[config.mk]
export PLATFORM = sky130hd
export DESIGN_NAME = instr_queue
export DESIGN_NICKNAME = d
export VERILOG_FILES = /design/src/rtl/instr_queue_pkg.sv /design/src/rtl/instr_queue_decode.sv /design/src/rtl/instr_queue.sv
export SDC_FILE = /design/constraint.sdc
export NUM_CORES = 1
export LEC_CHECK = 0
export BUFFER_PORTS_ARGS = -buffer_cell sky130_fd_sc_hd__clkbuf_2
export CAP_MARGIN = 20
export CORE_ASPECT_RATIO = 1.2
export CORE_MARGIN = 2
export CORE_UTILIZATION = 40
export DETAILED_ROUTE_END_ITERATION = 12
export GPL_ROUTABILITY_DRIVEN = 0
export PLACE_DENSITY_LB_ADDON = 0.2
export SLEW_MARGIN = 30
export SYNTH_ARGS = -nofsm -noshare
export SYNTH_HDL_FRONTEND = slang
export SYNTH_SLANG_ARGS = --single-unit
[constraint.sdc]
create_clock -name clk -period 3.8 [get_ports clk]
set_input_delay 0.76 -clock clk [delete_from_list [all_inputs] [get_ports clk]]
set_output_delay 0.76 -clock clk [all_outputs]
set_load 0.03 [all_outputs]
[src/rtl/instr_queue_pkg.sv]
// MIPS encodings and constants shared by the instruction prefetch queue and its head decoder.
package instr_queue_pkg;

  typedef logic [31:0] size_t;
  typedef logic [4:0]  regaddr_t;

  typedef enum logic [5:0] {
    OP_SPECIAL = 6'h00,
    OP_J       = 6'h02,
    OP_JAL     = 6'h03,
    OP_BEQ     = 6'h04,
    OP_BNE     = 6'h05,
    OP_ADDI    = 6'h08,
    OP_ADDIU   = 6'h09,
    OP_SLTI    = 6'h0A,
    OP_ANDI    = 6'h0C,
    OP_ORI     = 6'h0D,
    OP_XORI    = 6'h0E,
    OP_LUI     = 6'h0F,
    OP_LW      = 6'h23,
    OP_SW      = 6'h2B,
    OP_INVALID = 6'h3F
  } opcode_t;

  typedef enum logic [5:0] {
    FUNC_SLL     = 6'h00,
    FUNC_SRL     = 6'h02,
    FUNC_SRA     = 6'h03,
    FUNC_JR      = 6'h08,
    FUNC_ADD     = 6'h20,
    FUNC_ADDU    = 6'h21,
    FUNC_SUB     = 6'h22,
    FUNC_SUBU    = 6'h23,
    FUNC_AND     = 6'h24,
    FUNC_OR      = 6'h25,
    FUNC_XOR     = 6'h26,
    FUNC_NOR     = 6'h27,
    FUNC_SLT     = 6'h2A,
    FUNC_INVALID = 6'h3F
  } func_t;

  localparam size_t IQ_NOP = 32'h0000_0000;

endpackage

[src/rtl/instr_queue_decode.sv]
// Combinational MIPS field decoder; raw codes map to enums through case tables so unlisted encodings become *_INVALID.
module instr_decode
  import instr_queue_pkg::*;
(
  input  size_t       i_instr,
  output opcode_t     o_opcode,
  output func_t       o_funct,
  output logic [4:0]  o_shift,
  output regaddr_t    o_rs,
  output regaddr_t    o_rt,
  output regaddr_t    o_rd,
  output logic [15:0] o_immediate,
  output logic [25:0] o_target
);

  function automatic opcode_t to_opcode(input logic [5:0] code);
    case (code)
      6'h00:   to_opcode = OP_SPECIAL;
      6'h02:   to_opcode = OP_J;
      6'h03:   to_opcode = OP_JAL;
      6'h04:   to_opcode = OP_BEQ;
      6'h05:   to_opcode = OP_BNE;
      6'h08:   to_opcode = OP_ADDI;
      6'h09:   to_opcode = OP_ADDIU;
      6'h0A:   to_opcode = OP_SLTI;
      6'h0C:   to_opcode = OP_ANDI;
      6'h0D:   to_opcode = OP_ORI;
      6'h0E:   to_opcode = OP_XORI;
      6'h0F:   to_opcode = OP_LUI;
      6'h23:   to_opcode = OP_LW;
      6'h2B:   to_opcode = OP_SW;
      default: to_opcode = OP_INVALID;
    endcase
  endfunction

  function automatic func_t to_funct(input logic [5:0] code);
    case (code)
      6'h00:   to_funct = FUNC_SLL;
      6'h02:   to_funct = FUNC_SRL;
      6'h03:   to_funct = FUNC_SRA;
      6'h08:   to_funct = FUNC_JR;
      6'h20:   to_funct = FUNC_ADD;
      6'h21:   to_funct = FUNC_ADDU;
      6'h22:   to_funct = FUNC_SUB;
      6'h23:   to_funct = FUNC_SUBU;
      6'h24:   to_funct = FUNC_AND;
      6'h25:   to_funct = FUNC_OR;
      6'h26:   to_funct = FUNC_XOR;
      6'h27:   to_funct = FUNC_NOR;
      6'h2A:   to_funct = FUNC_SLT;
      default: to_funct = FUNC_INVALID;
    endcase
  endfunction

  assign o_opcode    = to_opcode(i_instr[31:26]);
  assign o_funct     = to_funct(i_instr[5:0]);
  assign o_shift     = i_instr[10:6];
  assign o_rs        = i_instr[25:21];
  assign o_rt        = i_instr[20:16];
  assign o_rd        = i_instr[15:11];
  assign o_immediate = i_instr[15:0];
  assign o_target    = i_instr[25:0];

endmodule

[src/rtl/instr_queue.sv]
// Instruction prefetch queue: DEPTH-entry FIFO of {word, PC} with valid/ready on both sides and a decoded head.
// Optional feature: define IQ_ILLEGAL_EN for illegal-head detection with a sticky, reset-only illegal latch.
module instr_queue
  import instr_queue_pkg::*;
#(
  parameter int DEPTH    = 4,
  parameter int PC_WIDTH = 32
) (
  input  logic                  clk,
  input  logic                  reset_i,
  input  logic                  flush_i,
  input  logic                  in_valid_i,
  output logic                  in_ready_o,
  input  size_t                 instr_i,
  input  logic [PC_WIDTH-1:0]   pc_i,
  output logic                  out_valid_o,
  input  logic                  out_ready_i,
  output logic [PC_WIDTH-1:0]   pc_o,
  output opcode_t               opcode_o,
  output func_t                 funct_o,
  output logic [4:0]            shift_o,
  output regaddr_t              rs_o,
  output regaddr_t              rt_o,
  output regaddr_t              rd_o,
  output logic [15:0]           immediate_o,
  output logic [25:0]           target_o,
  output logic [$clog2(DEPTH):0] count_o,
  output logic                  illegal_o
);

  localparam int PTR_W = $clog2(DEPTH);
  localparam int CNT_W = PTR_W + 1;
  localparam logic [CNT_W-1:0] FULL = CNT_W'(DEPTH);

  size_t               r_mem    [DEPTH];
  logic [PC_WIDTH-1:0] r_pc_mem [DEPTH];
  logic [PTR_W-1:0]    r_rd_ptr;
  logic [PTR_W-1:0]    r_wr_ptr;
  logic [CNT_W-1:0]    r_count;

  logic    w_in_ready;
  logic    w_out_valid;
  logic    w_push;
  logic    w_pop;
  size_t   w_head_instr;
  opcode_t w_opcode;
  func_t   w_funct;

  assign w_out_valid = (r_count != {CNT_W{1'b0}});
  assign w_push      = in_valid_i && w_in_ready && !flush_i && !reset_i;
  assign w_pop       = w_out_valid && out_ready_i && !flush_i && !reset_i;

  always_ff @(posedge clk) begin
    if (w_push) begin
      r_mem[r_wr_ptr]    <= instr_i;
      r_pc_mem[r_wr_ptr] <= pc_i;
    end
  end

  always_ff @(posedge clk) begin
    if (reset_i || flush_i) begin
      r_rd_ptr <= {PTR_W{1'b0}};
      r_wr_ptr <= {PTR_W{1'b0}};
      r_count  <= {CNT_W{1'b0}};
    end else begin
      if (w_push) r_wr_ptr <= r_wr_ptr + PTR_W'(1);
      if (w_pop)  r_rd_ptr <= r_rd_ptr + PTR_W'(1);
      case ({w_push, w_pop})
        2'b10:   r_count <= r_count + CNT_W'(1);
        2'b01:   r_count <= r_count - CNT_W'(1);
        default: r_count <= r_count;
      endcase
    end
  end

  // Empty queue presents a NOP with PC 0 so downstream never sees stale storage.
  assign w_head_instr = w_out_valid ? r_mem[r_rd_ptr] : IQ_NOP;
  assign pc_o         = w_out_valid ? r_pc_mem[r_rd_ptr] : {PC_WIDTH{1'b0}};

  instr_decode u_decode (
    .i_instr     (w_head_instr),
    .o_opcode    (w_opcode),
    .o_funct     (w_funct),
    .o_shift     (shift_o),
    .o_rs        (rs_o),
    .o_rt        (rt_o),
    .o_rd        (rd_o),
    .o_immediate (immediate_o),
    .o_target    (target_o)
  );

`ifdef IQ_ILLEGAL_EN
  logic r_illegal;
  logic w_head_illegal;

  assign w_head_illegal = w_out_valid &&
                          ((w_opcode == OP_INVALID) ||
                           ((w_opcode == OP_SPECIAL) && (w_funct == FUNC_INVALID)));

  // Sticky: survives flush so a redirect cannot hide an executed illegal word.
  always_ff @(posedge clk) begin
    if (reset_i) begin
      r_illegal <= 1'b0;
    end else if (w_pop && w_head_illegal) begin
      r_illegal <= 1'b1;
    end else begin
      r_illegal <= r_illegal;
    end
  end

  assign w_in_ready = (r_count != FULL) && !r_illegal;
  assign illegal_o  = w_head_illegal || r_illegal;
`else
  assign w_in_ready = (r_count != FULL);
  assign illegal_o  = 1'b0;
`endif

  assign in_ready_o  = w_in_ready;
  assign out_valid_o = w_out_valid;
  assign opcode_o    = w_opcode;
  assign funct_o     = w_funct;
  assign count_o     = r_count;

endmodule

Word-level counts from Yosys, hierarchy flattened

Memory sizes are Yosys's and may differ from the RTL's. A register that Yosys moved wholly into a read port is not among the register bits.
Cells that the tools add are included.

Register bits after elaboration: 7
Memory bits (writable): 256
Memory bits (read-only): 768
Input port bits: 69
Output and inout bits: 112
Logic and storage cells: 34
Memories kept: 4

Add/sub/neg operators: 4
Eq/ne operators: 3
Muxes and demuxes: 9
Reductions and logical operators: 11

Memory list:

| name            | words | width | rd ports | clocked after memory_dff | wr ports | line                     | source |
|---|---|---|---|---|---|---|---|
| (no name shown) | 64    | 6     | 1        | 0                        | 0        | instr_queue_decode.sv:37 | `case (code)` |
| (no name shown) | 64    | 6     | 1        | 0                        | 0        | instr_queue_decode.sv:17 | `case (code)` |
| r_mem           | 4     | 32    | 1        | 1                        | 1        | instr_queue.sv:35        | `size_t r_mem [DEPTH];` |
| r_pc_mem        | 4     | 32    | 1        | 1                        | 1        | instr_queue.sv:36        | `logic [PC_WIDTH-1:0] r_pc_mem [DEPTH];` |

Operators by type and width:

| kind                                                | number |
|---|---|
| two-way mux 32 bit                                  | 2 |
| two-way mux 2 bit                                   | 4 |
| logical AND 1 bit                                   | 6 |
| case mux 3 bit (2 select lines)                     | 1 |
| adder 2 x 1 -> 2 bit, second input constant         | 2 |
| adder 3 x 1 -> 3 bit, second input constant         | 1 |
| inequality test 3 bit, second input constant        | 1 |
| nonzero test 3 bit                                  | 1 |
| subtractor 3 x 1 -> 3 bit, second input constant    | 1 |
| equality test 2 x 1 -> 1 bit, second input constant | 1 |
| equality test 2 bit, second input constant          | 1 |
| logical NOT 1 bit                                   | 2 |
| two-way mux 1 bit                                   | 2 |
| nonzero test 2 bit                                  | 1 |
| logical OR 1 bit                                    | 1 |

Longest topological paths before layout

Depth after elaboration: 6
Gate-level depth with buffers: 11
Depth with buffers taken out: 11

Cells and area by module

Synthesis repeated with hierarchy kept, for this count alone.

Cells, all modules: 570
Area, all modules: 10,960.5 µm²

By module, submodules not included:

| module       | instances | cells an instance | area each (µm²) | seq. area each (µm²) |
|---|---|---|---|---|
| instr_queue  | 1         | 460               | 10,226.1        | 7,867.5 |
| instr_decode | 1         | 110               | 734.5           | 0.0 |

Worst setup path before layout

OpenSTA, ideal clock, no wires.

Path type: input-to-reg
From: in reset_i
To: mem r_mem[0][0] (netlist bit), enable pin
Library setup time: 429 ps
Arrival: 2,972 ps
Data required time: 3,371 ps
Setup slack: 399 ps
Cell stages on the path: 4
Path buffers: 1
Path through: or2_2 -> clkbuf_1 -> nor2_1 -> and2_1

Longest elaborated chain between the ends: 4

RTL lines:

| item                                    | line              | source |
|---|---|---|
| start: declaration                      | instr_queue.sv:10 | `input logic reset_i,` |
| logical NOT 1 bit                       | instr_queue.sv:50 | `assign w_push = in_valid_i && w_in_ready && !flush_i && !reset_i;` |
| logical AND 1 bit                       | instr_queue.sv:50 |  |
| two-way mux 1 bit                       | instr_queue.sv:54 | `if (w_push) begin` |
| two-way mux 1 bit (not written as such) | instr_queue.sv:55 | `r_mem[r_wr_ptr] <= instr_i;` |
| end: declaration                        | instr_queue.sv:35 |  |

Every way passes these cells.

==> Flow_metrics.wiki <==
{| class="wikitable"
! Metric !! Value
|-
| Std-Cell Core Area || 26,200 sq um
|-
| Number of cells in the design after placement || approximately 1,000
|-
| Worst hold path class || primary input to register
|-
| Footprint of the multi-input gates || approximately 2300 sq um
|-
| Net Count, Synth || between 600 and 700
|-
| Area of the die || around 28,000 sq um
|-
| Net Sw Frac || approximately a fifth
|-
| Clock sink count || between 200 and 300
|-
| Number of slew-limit violations in the final report || 0
|-
| Worst slew margin relative to its limit || between 60% and 70%
|-
| Fin util || roughly 48%
|-
| Most frequent cells in the layout || sky130_fd_sc_hd__edfxtp_1 (256), sky130_fd_sc_hd__clkbuf_2 (179), sky130_fd_sc_hd__mux4_2 (60)
|-
| Final wirelength || just over 20,000 um
|-
| Ratio of cells with drive above 1 in the final layout || a little over two fifths
|-
| Total number of vias || 5,350
|-
| Congestion Overflow GR || 0
|-
| Hold path start || instr_i[10]
|-
| Number of vias per cell after detailed routing || about 5.1
|-
| H-tree levels || 1
|-
| Setup violators final || 0
|-
| Reported net switching power || 1.19 mW
|-
| Part of the power in registers || 52.3%
|-
| IO Port Bufs || approximately 180
|-
| Horiz. Die Dim || 153 um
|-
| Post-layout worst setup margin || approximately 260 ps
|-
| Mapped Cells || around 540
|-
| Number of cells traversed by the worst register-to-register path || 9
|-
| Clock share of power || roughly 44%
|-
| Drt wl/cell || 19.6 um
|-
| Worst-margin pin slew || around 600 ps
|-
| Clock-pin slew reported for the worst setup and hold paths after clock tree synthesis || roughly 60 ps
|-
| Drt first-iter violations || approximately 220
|-
| Initial antenna violation count || 1
|-
| CTS Buf Count || 26
|-
| Number of ports placed on the die boundary || ~180
|-
| Ys flop type || sky130_fd_sc_hd__edfxtp_1
|-
| Most frequent standard cell in the layout excluding fill and tap cells || sky130_fd_sc_hd__edfxtp_1
|-
| Library cells used by synthesis || 42
|-
| Worst vdd ir || 0.364 mV
|-
| Hold Violations, Final || 0
|-
| Unrepaired setup endpoints after global routing || false
|-
| Sequential element share of the synthesized area || 74.1%
|-
| Final period utilization || between 90% and 100%
|-
| Time the final worst path needs with I/O delays and setup || 3540 ps
|-
| Die Span Y || between 150 and 200 um
|-
| Flip-flop and latch area || roughly 7900 sq um
|-
| Number of flops mapped to enable cells by yosys || approximately 260
|-
| Final-layout setup total negative slack || 0 ps
|-
| Clk buf depth || 3
|-
| Hold_ws || between 400 and 500 ps
|-
| Worst setup path category || register to output pin
|-
| Combinational Power Share || under 10%
|-
| Final-stage net count || around 780
|-
| Timing-limited maximum frequency || ~280 MHz
|-
| Power density normalized to cell area || 488 nW/um^2
|-
| Starting density of the core || approximately 41%
|-
| Count of non-filler cells in the finished layout || between 1,000 and 1,500
|-
| Flip-flop and latch count after synthesis || 265
|-
| Number of core rows || 65
|-
| Length of routed met2 wiring || 10,900 um
|-
| Sum of net half-perimeters after detailed placement || about 13,000 um
|-
| Category of the worst setup path launch point || register
|-
| Worst reg2reg path startpoint || count_o[2]
|-
| Status || completed
|-
| Depth of the worst hold-timing path || 1
|-
| Kind of capture point of the worst setup path || output pin
|-
| Count of hold-fix buffers inserted at cts || 0
|-
| Fin Clk Skew || just over 10 ps
|-
| Req. time, crit path || between 3000 and 4000 ps
|-
| DRC violation count after routing || 0
|-
| Antenna viol nets, final || 0
|-
| Total Routing Usage GR || 14.7%
|-
| Reported leakage power || roughly 4.5 nW
|-
| Routed length on met3 || ~1200 um
|-
| Int Pwr || roughly 5.0 mW
|-
| Crit-path max FO || 15
|-
| Syn avg cell area || about 20 sq um
|-
| Max-cap violation count || 0
|-
| Synthesized area || around 11,000 sq um
|-
| Endpoint arrival time on the critical path || approximately 2800 ps
|-
| Share of async-settable or async-resettable flops after synthesis || 0%
|-
| Worst slack at placement || ~600 ps
|-
| Global-route wire length before repair || roughly 32,000 um
|-
| Synthesis-to-finish area growth || 19.4%
|-
| Clock root buffer master || sky130_fd_sc_hd__clkbuf_16
|-
| Clk Latency, worst-skew pair || around 520 ps
|-
| Number of inserted filler cells in the final layout || 2,206
|-
| Warnings, synthesis || 0
|-
| 1st-pass router iterations || 4
|-
| Vias in the first global route || between 5,000 and 6,000
|-
| Uppermost layer routed || met4
|-
| CTS tree || yes
|-
| Pin count of the biggest net entering global routing || 43
|-
| Wire length on met1 || between 8000 and 9000 um
|}
metrics by stage:
stage,instance area [sq um],power [mW]
after floorplan,10600,3.42
after global routing,12700,6.39
after CTS,12700,6.27
final,12700,6.19
after detailed placement,11700,3.51
after global placement,11700,3.50
critical path: stages (launching register included):
cell	delay, ps
sky130_fd_sc_hd__dfxtp_4	500
sky130_fd_sc_hd__buf_8	250
sky130_fd_sc_hd__mux4_2	620
sky130_fd_sc_hd__nor3b_2	220
sky130_fd_sc_hd__o21ai_1	80
sky130_fd_sc_hd__a22oi_1	230
sky130_fd_sc_hd__nor2b_1	150
sky130_fd_sc_hd__clkbuf_2	210
cells in the mapped netlist (2+ instances only):
library cell,count,area (sq um)
sky130_fd_sc_hd__and2_1,60,375
sky130_fd_sc_hd__xor2_1,3,26.3
sky130_fd_sc_hd__nand2_1,10,37.5
sky130_fd_sc_hd__nand3_1,2,10.0
sky130_fd_sc_hd__mux4_2,60,1350
sky130_fd_sc_hd__nor2b_1,2,12.5
sky130_fd_sc_hd__clkbuf_1,12,45.0
sky130_fd_sc_hd__o31ai_1,2,15.0
sky130_fd_sc_hd__buf_4,38,285
sky130_fd_sc_hd__a211o_1,2,17.5
sky130_fd_sc_hd__buf_2,6,30.0
sky130_fd_sc_hd__nor2_1,17,63.8
sky130_fd_sc_hd__inv_1,10,37.5
sky130_fd_sc_hd__o21ai_0,3,15.0
sky130_fd_sc_hd__ha_1,5,62.6
sky130_fd_sc_hd__dfxtp_1,9,180
sky130_fd_sc_hd__or2_2,2,12.5
sky130_fd_sc_hd__buf_1,2,7.51
sky130_fd_sc_hd__xnor2_1,3,26.3
sky130_fd_sc_hd__nor3_1,4,20.0
sky130_fd_sc_hd__edfxtp_1,256,7690
sky130_fd_sc_hd__a21oi_1,6,30.0
sky130_fd_sc_hd__mux4_1,4,105
routing by layer:
metal / global-route usage (%) / vias to the layer above
met5: 0 / -
met4: 4.22 / 0
met3: 2.66 / 32
met2: 26.5 / 183
met1: 18.2 / 2726
li1: - / 2409
final timing paths:
path	endpoint	slack (ps)
setup / recovery	opcode_o[4]	260
hold / removal	r_mem[3][10]	450
setup reg to reg	count_o[2]	1350
hold reg to reg	r_wr_ptr[1]	540
cell families after synthesis:
| group | after synthesis | share of synthesized area [%] |
|---|---|---|
| multiplexers | 64 | 13.7 |
| AO/OA/AOI/OAI | 22 | 1.45 |
| other | 1 | 0.0353 |
| AND/OR/NAND/NOR | 104 | 5.53 |
| XOR/XNOR | 6 | 0.495 |
| adder cells (fa/ha/maj) | 6 | 0.778 |
| buffers and inverters | 69 | 3.92 |
| flip-flops | 265 | 74.1 |
what timing repair did:
| item | in CTS | in global routing |
|---|---|---|
| endpoints found under the setup margin | 0 | 1 |
| buffers inserted | 0 | 0 |
| resized for setup | 0 | 2 |
flip-flops by register name, summed over array words and instances (netlist names), named ones only:
name,count
r_mem,128
r_pc_mem,128
count_o,3
r_rd_ptr,2
r_wr_ptr,2
area by class of cell:
cell class              instances  area share (%)
diodes                          1          0.0197
multi-input cells             203            18.5
repair buffers                194            8.41
clock inverters                20            1.99
clock buffers                  28            5.36
inverters                      10           0.296
well taps                     335            3.31
flip-flops and latches        265            62.1
power groups by stage:
| stage | clock (mW) | combinational [mW] | sequential [mW] |
|---|---|---|---|
| after floorplan | 0 | 0.115 | 3.30 |
| after global placement | 0 | 0.204 | 3.30 |
| after detailed placement | 0 | 0.213 | 3.30 |
| after CTS | 2.81 | 0.213 | 3.24 |
| after global routing | 2.92 | 0.229 | 3.24 |
| final | 2.74 | 0.209 | 3.24 |
No activity file was read; power rests on OpenSTA's default activity.
